<file path="src/rtl/sigdel_pkg.sv">
// Shared constants, filter-order encoding and saturation helper for the sigma-delta decimator.
package sigdel_pkg;

  localparam int OSR       = 16;
  localparam int OSR_W     = $clog2(OSR);
  localparam int ACC_W     = 16;
  localparam int SINC1_SHL = 4;
  localparam int SINC3_SHR = 4;

  typedef enum logic [1:0] {
    ORD_SINC1  = 2'd0,
    ORD_SINC2  = 2'd1,
    ORD_SINC3  = 2'd2,
    ORD_SINC3B = 2'd3
  } order_e;

  // Clamp a widened filter result to the 8-bit output range.
  function automatic logic [7:0] sat8(input logic [ACC_W+3:0] v);
    return (|v[ACC_W+3:8]) ? 8'hFF : v[7:0];
  endfunction

endpackage

</file>
<file path="src/rtl/sigdel_cic.sv">
// One CIC integrator/comb pair; integrator and comb outputs are the combinational
// "next" values so a chain of pairs settles within the sample or decimation cycle.
module sigdel_cic
  import sigdel_pkg::*;
(
  input  logic             clk,
  input  logic             rst,
  input  logic             clr,
  input  logic             int_en,
  input  logic             comb_en,
  input  logic [ACC_W-1:0] int_in,
  input  logic [ACC_W-1:0] comb_in,
  output logic [ACC_W-1:0] int_out,
  output logic [ACC_W-1:0] comb_out
);

  logic [ACC_W-1:0] acc_r;
  logic [ACC_W-1:0] dly_r;

  assign int_out  = acc_r + int_in;
  assign comb_out = comb_in - dly_r;

  // integrator accumulates at fs, comb delay captures at decimation
  always_ff @(posedge clk) begin
    if (rst || clr) begin
      acc_r <= {ACC_W{1'b0}};
      dly_r <= {ACC_W{1'b0}};
    end else begin
      if (int_en) acc_r <= int_out;
      if (comb_en) dly_r <= comb_in;
    end
  end

endmodule

</file>
<file path="src/rtl/sigdel_top.sv">
// Sigma-delta decimator: rate divider, sinc1..3 CIC (OSR 16), 8-bit scaling and PWM output.
// The PWM renderer is built only when SIGDEL_PWM_EN is defined; otherwise pwm_out is tied to 0.
module sigdel_top
  import sigdel_pkg::*;
(
  input  logic       clk,
  input  logic       rst,
  input  logic [7:0] inp,
  output logic [7:0] out,
  output logic       pwm_out
);

  logic [7:0]       cnt_r;
  logic [5:0]       en_s;
  logic [3:0]       cfg_r;
  logic [OSR_W-1:0] fcnt_r;
  logic             flush_s;
  logic             fs_s;
  logic             fs_en_s;
  logic             dec_s;
  order_e           order_s;
  logic [ACC_W-1:0] x_s;
  logic [ACC_W-1:0] i1_s, i2_s, i3_s;
  logic [ACC_W-1:0] c1_s, c2_s, c3_s;
  logic [ACC_W-1:0] head_s;
  logic [ACC_W+3:0] wide_s;
  logic [7:0]       out_r;
  logic             unused_s;

  assign unused_s = ^{inp[7:5], cnt_r[7]};

  for (genvar k = 0; k < 6; k++) begin : g_en
    assign en_s[k] = &cnt_r[k+1:0];
  end

  assign order_s = order_e'(inp[4:3]);
  assign flush_s = (inp[4:1] != cfg_r);
  assign fs_s    = en_s[inp[2:1]];
  assign fs_en_s = fs_s & ~flush_s;
  assign dec_s   = fs_en_s & (fcnt_r == OSR_W'(OSR - 1));
  assign x_s     = {{(ACC_W-1){1'b0}}, inp[0]};

  // divider, configuration tracking and fs-pulse counter
  always_ff @(posedge clk) begin
    if (rst) begin
      cnt_r  <= 8'd0;
      cfg_r  <= inp[4:1];
      fcnt_r <= {OSR_W{1'b0}};
    end else begin
      cnt_r <= cnt_r + 8'd1;
      cfg_r <= inp[4:1];
      if (flush_s) fcnt_r <= {OSR_W{1'b0}};
      else if (fs_en_s) fcnt_r <= fcnt_r + OSR_W'(1);
    end
  end

  // comb chain starts at the integrator depth that matches the selected order
  always_comb begin
    head_s = i3_s;
    case (order_s)
      ORD_SINC1: head_s = i1_s;
      ORD_SINC2: head_s = i2_s;
      default:   head_s = i3_s;
    endcase
  end

  sigdel_cic u_stage1 (.clk(clk), .rst(rst), .clr(flush_s), .int_en(fs_en_s), .comb_en(dec_s),
                       .int_in(x_s), .comb_in(head_s), .int_out(i1_s), .comb_out(c1_s));
  sigdel_cic u_stage2 (.clk(clk), .rst(rst), .clr(flush_s), .int_en(fs_en_s), .comb_en(dec_s),
                       .int_in(i1_s), .comb_in(c1_s), .int_out(i2_s), .comb_out(c2_s));
  sigdel_cic u_stage3 (.clk(clk), .rst(rst), .clr(flush_s), .int_en(fs_en_s), .comb_en(dec_s),
                       .int_in(i2_s), .comb_in(c2_s), .int_out(i3_s), .comb_out(c3_s));

  // per-order scaling to the 8-bit range before saturation
  always_comb begin
    wide_s = {(ACC_W+4){1'b0}};
    case (order_s)
      ORD_SINC1: wide_s = {4'b0000, c1_s} << SINC1_SHL;
      ORD_SINC2: wide_s = {4'b0000, c2_s};
      default:   wide_s = {4'b0000, c3_s >> SINC3_SHR};
    endcase
  end

  // output register loads only on decimation
  always_ff @(posedge clk) begin
    if (rst) out_r <= 8'd0;
    else if (dec_s) out_r <= sat8(wide_s);
  end

  assign out = out_r;

`ifdef SIGDEL_PWM_EN
  logic [15:0] pc_r;
  logic        pwm_r;

  // free-running PWM counter and registered comparator
  always_ff @(posedge clk) begin
    if (rst) begin
      pc_r  <= 16'd0;
      pwm_r <= 1'b0;
    end else begin
      pc_r  <= pc_r + 16'd1;
      pwm_r <= (pc_r[15:6] < {out_r, 2'b00});
    end
  end

  assign pwm_out = pwm_r;
`else
  assign pwm_out = 1'b0;
`endif

endmodule

</file>
<file path="config.mk">
export PLATFORM = sky130hd
export DESIGN_NAME = sigdel_top
export DESIGN_NICKNAME = d
export VERILOG_FILES = /design/src/rtl/sigdel_pkg.sv /design/src/rtl/sigdel_cic.sv /design/src/rtl/sigdel_top.sv
export SDC_FILE = /design/constraint.sdc
export NUM_CORES = 1
export LEC_CHECK = 0
export ABC_AREA = 1
export ABC_CLOCK_PERIOD_IN_PS = 10200
export CORE_MARGIN = 4
export CORE_UTILIZATION = 55
export DETAILED_ROUTE_END_ITERATION = 8
export MAX_ROUTING_LAYER = met4
export PLACE_DENSITY = 0.76
export SLEW_MARGIN = 10
export SYNTH_ARGS = -nofsm -noshare
export SYNTH_HDL_FRONTEND = slang
export SYNTH_SLANG_ARGS = --single-unit
</file>
<file path="constraint.sdc">
create_clock -name clk -period 10.2 [get_ports clk]
set_clock_uncertainty 0.2 [all_clocks]
set_input_delay 2.04 -clock clk [delete_from_list [all_inputs] [get_ports clk]]
set_output_delay 2.04 -clock clk [all_outputs]
set_load 0.02 [all_outputs]
</file>
Yosys cells after proc, flatten, opt, wreduce, memory -nomap -nowiden:

Cells that the tools add are included.

* add/subtract/negate cells: 8
* $mul: 0
* div/mod/pow operators: 0
* order comparisons: 1
* equality and inequality tests: 3
* shift operators: 0
* muxes and demuxes: 5
* bitwise logic cells: 3
* reduce and logical (&&, ||, !) cells: 8

Operators by type and width (number)
* 16-bit subtractor: 3
* 20-bit case mux with 2 select lines: 1
* 16-bit adder: 2
* 16-bit case mux with 2 select lines: 1
* 16-bit by 1-bit adder with 16-bit output: 1
* 12-bit OR reduction: 1
* 8-bit by 1-bit adder with 8-bit output, second input constant: 1
* 8-bit 2-to-1 mux: 1
* 5-bit AND reduction: 1
* 4-bit by 1-bit adder with 4-bit output, second input constant: 1
* 4-bit == test, second input constant: 1
* 2-bit by 4-bit less-than comparator with 1-bit output, second input constant: 1
* 4-bit != test: 1
* 4-bit AND reduction: 1
* 3-bit AND reduction: 1
* 1-bit AND: 2
* 1-bit binary-select mux with 2-bit select: 1
* 2-bit by 1-bit == test with 1-bit output, second input constant: 1
* 2-bit zero test: 1
* 2-bit AND reduction: 1
* 2-bit OR reduction: 1
* 1-bit logical OR: 1
* 1-bit 2-to-1 mux: 1
* 1-bit NOT: 1

* register bits after elaboration: 120
* latch bits: 0
* bits in writable memories: 0
* memory bits (read-only): 0
* input port bits: 10
* output and inout bits: 9
* logic and storage cells: 38
* memories kept: 0

Longest topological paths before layout:

* depth in word-level cells: 10
* mapped depth: 52
* depth with buffers taken out: 52

Cells and area by module:

A second synthesis with hierarchy kept.

* cells, all modules: 1720
* area total of the unflattened synthesis: 10443.8 µm²

By module, submodules not included
* sigdel_cic (u_stage1 ...): instances 2, cells an instance 486, area an instance 2956.6 µm², sequential area each 640.6 µm²
* sigdel_cic (u_stage3): instances 1, cells an instance 486, area an instance 2966.6 µm², sequential area each 640.6 µm²
* sigdel_top: instances 1, cells an instance 262, area an instance 1564.0 µm², sequential area each 420.4 µm²

Worst setup path after synthesis:

No wires, ideal clock.

* path type: input-to-reg
* start: input port inp[0]
* end: register out_r[3] (netlist: out[3])
* arrival time: 8.593 ns
* path slack: 1.298 ns
* cell stages on the path: 48
* buffers on the path: 0
* path through: ha_1 > ha_1 > nand2_1 > inv_1 > nor2_1 > ha_1 > or2_1 > nand2_1 > xnor2_1 > ha_1 > inv_1 > o21ai_0 > a31oi_1 > nand3b_1 > nand2_1 > nand3_1 > nand2_1 > xnor2_1 > [12 not listed] > nand3b_1 > o2111ai_1 > xor2_1 > inv_1 > ha_1 > nand2_1 > o41ai_1 > nand2_1 > nand2_1 > a21oi_1 > o21ai_0 > nand2_1 > nor2_1 > nand3b_2 > nor2_4 > nand3_1 > nand2_1 > inv_1

* cells in the longest elaborated chain, start to end: 10

RTL lines
* start, declared: line sigdel_top.sv:8 `input logic [7:0] inp,`
* 16-bit by 1-bit adder with 16-bit output (*): line sigdel_cic.sv:20 `assign int_out = acc_r + int_in;`
* named net i1_s[2]: line sigdel_top.sv:23 `logic [ACC_W-1:0] i1_s, i2_s, i3_s;`
* 16-bit adder (*): line sigdel_cic.sv:20
* named net i2_s[3]: line sigdel_top.sv:23
* 16-bit adder (*): line sigdel_cic.sv:20
* 16-bit case mux with 2 select lines (*): line sigdel_top.sv:60 `case (order_s)`
* named net head_s[8]: line sigdel_top.sv:25 `logic [ACC_W-1:0] head_s;`
* 16-bit subtractor (*): line sigdel_cic.sv:21 `assign comb_out = comb_in - dly_r;`
* named net c1_s[11]: line sigdel_top.sv:24 `logic [ACC_W-1:0] c1_s, c2_s, c3_s;`
* 16-bit subtractor (*): line sigdel_cic.sv:21
* named net c2_s[12]: line sigdel_top.sv:24
* 16-bit subtractor: line sigdel_cic.sv:21
* 20-bit case mux with 2 select lines (*): line sigdel_top.sv:77 `case (order_s)`
* 12-bit OR reduction (*): line sigdel_pkg.sv:19 `return (|v[ACC_W+3:8]) ? 8'hFF : v[7:0];`
* 8-bit 2-to-1 mux (*): line sigdel_pkg.sv:19
* end signal, assigned: line sigdel_top.sv:87 `else if (dec_s) out_r <= sat8(wide_s);`
* end, declared: line sigdel_top.sv:27 `logic [7:0] out_r;`

Mark *: on every way through the listed nets, which the timed path passes. The rest lies on a longest branch.
A chain may end at the register's enable or synchronous reset.

Final worst setup path:

* start: input port inp[0]
* end: register out_r[7] (netlist: out[7])

Same word-level chain as after synthesis.

==> metrics <==
status complete, no violations; Max Cap Viol 0; clock latency on the worst-skew pair 0.42 ns; Post-synth EDFFs 0; Ys Warns 0; Final setup viols 0; slowest stage delay, CP 0.46 ns; FF-to-FF setup slack roughly 2.4 ns; Power Dens Cells approximately 160 mW/mm^2; IO Port Bufs 14; # DRC 0; vias in the first global route 7318; CTS tree built; final hold vios 0; layout cell share with drive strength beyond 1 0.0901; Crit Path Max Fanout 8; Least-Margin Pin Slew approximately 0.88 ns; total track usage 0.232; Nets 1346; worst hold path class reg2reg; Cells after Synth 1233; VDD IR max 0.116 mV; kind of critical path in2reg; antenna viol nets, final 0; Mapped Area 0.00845 sq mm; H-tree depth 4; die area 0.0174 sq mm; Avg Synthesized Cell Area ~6.9 sq um; fill count 1370; vias per cell 5.31; FF/Latch Area between 0.002 and 0.0025 sq mm; CTS Buf Count 17; drt pass-1 iters 5; setup TNS 0 ns; synth top area cells dfxtp_1, ha_1, inv_1, nand2_1, a21oi_1; Distinct cells, synth 47; gpl congestion 0.884; Leak 4.69 nW; die width 132 um; Area Growth Syn to Fin 13.8%; final hold slack 0.248 ns; clock-pin slew on the worst setup and hold paths 0.06 ns; HPWL Detailed 13200 um; First DRT Iteration DRCs around 380; Synth Flop Type dfxtp_1; top cells by count, synth inv_1, nand2_1, a21oi_1; Achievable Freq between 0.1 and 0.15 GHz; most common cell in the netlist inv_1; Crit path top cell by count nand2_1; CP max stage cell clkdlybuf4s50_1; R2R Path Start u_stage1.acc_r[0]; core area 0.0151 sq mm; root buf cell clkbuf_16; worst rel slew slack 0.410; Initial Utilization 0.558; CP Capture Point out[7]; WP data arrival 9.72 ns; CTS sink cnt ~120; worst path required time 10.32 ns; # IOs 19; CP Capture Type flop; wire per inst between 10 and 15 um; Post-Route WL 19700 um; synthesized net count ~1300; first-pass GRT wire length about 33000 um; multi-input logic area 0.00526 sq mm; critical path startpoint category input pin; Synth Register Bits 117; top cell type's share of synthesized area 0.277; Reg2Reg Capture Point out[7]; Die Span Y between 100 and 150 um; Tcrit/Tclk final 0.941; post-synth top area cell dfxtp_1; max-slew violations 0; total grt overflow 0; CTS Buffer Depth 2; ant diodes 0; Util after Layout 0.635; minimum clock period 9.60 ns; largest net degree at the start of global routing 75; total number of vias 7709; initial antenna violation count 0; sequential-to-total area share from yosys stat 0.277; async set or reset register ratio after synthesis 0; worst reg-to-reg path cell count 50; row count 45; Worst Setup SP inp[0]
==> power breakdown <==
group	internal [mW]	total, mW	switching [mW]
combinational	0.168	0.428	0.260
clock	0.434	0.646	0.212
sequential	0.460	0.461	0.00147
total	1.06	1.54	0.474
==> registers in the layout, indices dropped and copies added (netlist names) <==
register / flops
u_stage3.dly_r: 16
out: 8
u_stage3.acc_r: 16
u_stage2.acc_r: 16
u_stage1.acc_r: 16
cnt_r: 5
fcnt_r: 4
cfg_r: 4
u_stage2.dly_r: 16
u_stage1.dly_r: 16
==> per-layer routing <==
layer	vias up	GRT usage	part of all wire
li1	4048	-	-
met3	39	0.0412	0.037
met2	137	0.396	0.49
met4	0	0.0840	0.022
met5	-	-	0
met1	3485	0.274	0.45
==> through the flow <==
step / cell area, sq um / total power, mW / std cells / setup slack [ns]
6_report: 9620 / 1.54 / 1453 / 0.602
5_1_grt: 9620 / 1.63 / 1453 / -0.0535
4_1_cts: 9460 / 1.53 / 1448 / 0.353
3_5_place_dp: 8820 / 0.880 / 1416 / 0.0290
3_3_place_gp: 8820 / 0.871 / 1416 / 0.160
2_1_floorplan: 8450 / 0.794 / 1233 / 1.30
==> cell usage in the layout (no fill, tap or decap), types with 4 or more instances in the layout <==
| cell type | instances |
|---|---|
| o22ai_1 | 12 |
| xnor2_1 | 18 |
| inv_1 | 206 |
| nand2_2 | 12 |
| nand3_1 | 39 |
| clkdlybuf4s50_1 | 14 |
| a31oi_1 | 7 |
| a21oi_1 | 123 |
| nor3_1 | 8 |
| clkbuf_16 | 17 |
| o21ai_1 | 10 |
| o21ai_0 | 87 |
| nand2_1 | 194 |
| ha_1 | 76 |
| a21oi_2 | 5 |
| buf_4 | 25 |
| inv_2 | 10 |
| fa_1 | 4 |
| nand3b_1 | 5 |
| a21o_1 | 5 |
| a211oi_1 | 10 |
| bufinv_16 | 4 |
| o211ai_1 | 8 |
| nand3_2 | 9 |
| clkbuf_8 | 4 |
| xor2_1 | 48 |
| nand4_1 | 5 |
| dfxtp_1 | 117 |
| nor2_1 | 126 |
| o21bai_1 | 11 |
==> cell families after synthesis <==
| family | count (synthesis) | synth area share |
|---|---|---|
| xor gates and xnor gates | 69 | 0.0715 |
| other | 1 | 0.000444 |
| DFF | 117 | 0.277 |
| adders and majority gates | 84 | 0.128 |
| and+or+nand+nor | 412 | 0.212 |
| buffers and inverters | 256 | 0.115 |
| AOI/OAI and AO/OA | 294 | 0.196 |
==> worst min path at each step <==
stage	start	end	slack (ns)	cells after the start
6_report	cnt_r[0]	cnt_r[0]	0.25	1
5_1_grt	u_stage2.dly_r[6]	u_stage2.dly_r[6]	0.28	2
4_1_cts	cnt_r[0]	cnt_r[0]	0.25	1
3_5_place_dp	cnt_r[0]	cnt_r[0]	0.24	1
3_3_place_gp	cnt_r[0]	cnt_r[0]	0.23	1
2_1_floorplan	cnt_r[0]	cnt_r[0]	0.22	1
==> layout make-up <==
class                   count  share of cell area
clock inverters             8              0.0151
well taps                 188              0.0245
repair buffers             39              0.0341
multi-input cells         860               0.547
clock buffers              24              0.0511
inverters                 217              0.0847
flip-flops and latches    117               0.243
==> worst max-delay path: cells and delay by family <==
family	cells	cell delay [ns]
buffers and inverters	10	1.28
xor gates and xnor gates	5	1.00
AOI/OAI and AO/OA	12	1.66
adders and majority gates	7	1.99
and+or+nand+nor	17	1.74
==> repair_timing <==
item                       4_1_cts  5_1_grt
setup buffers                    0        5
hold buffers                     0        0
setup endpoints to repair        0        8
resized for setup                0       20
Power figures use the tool's default switching activity.
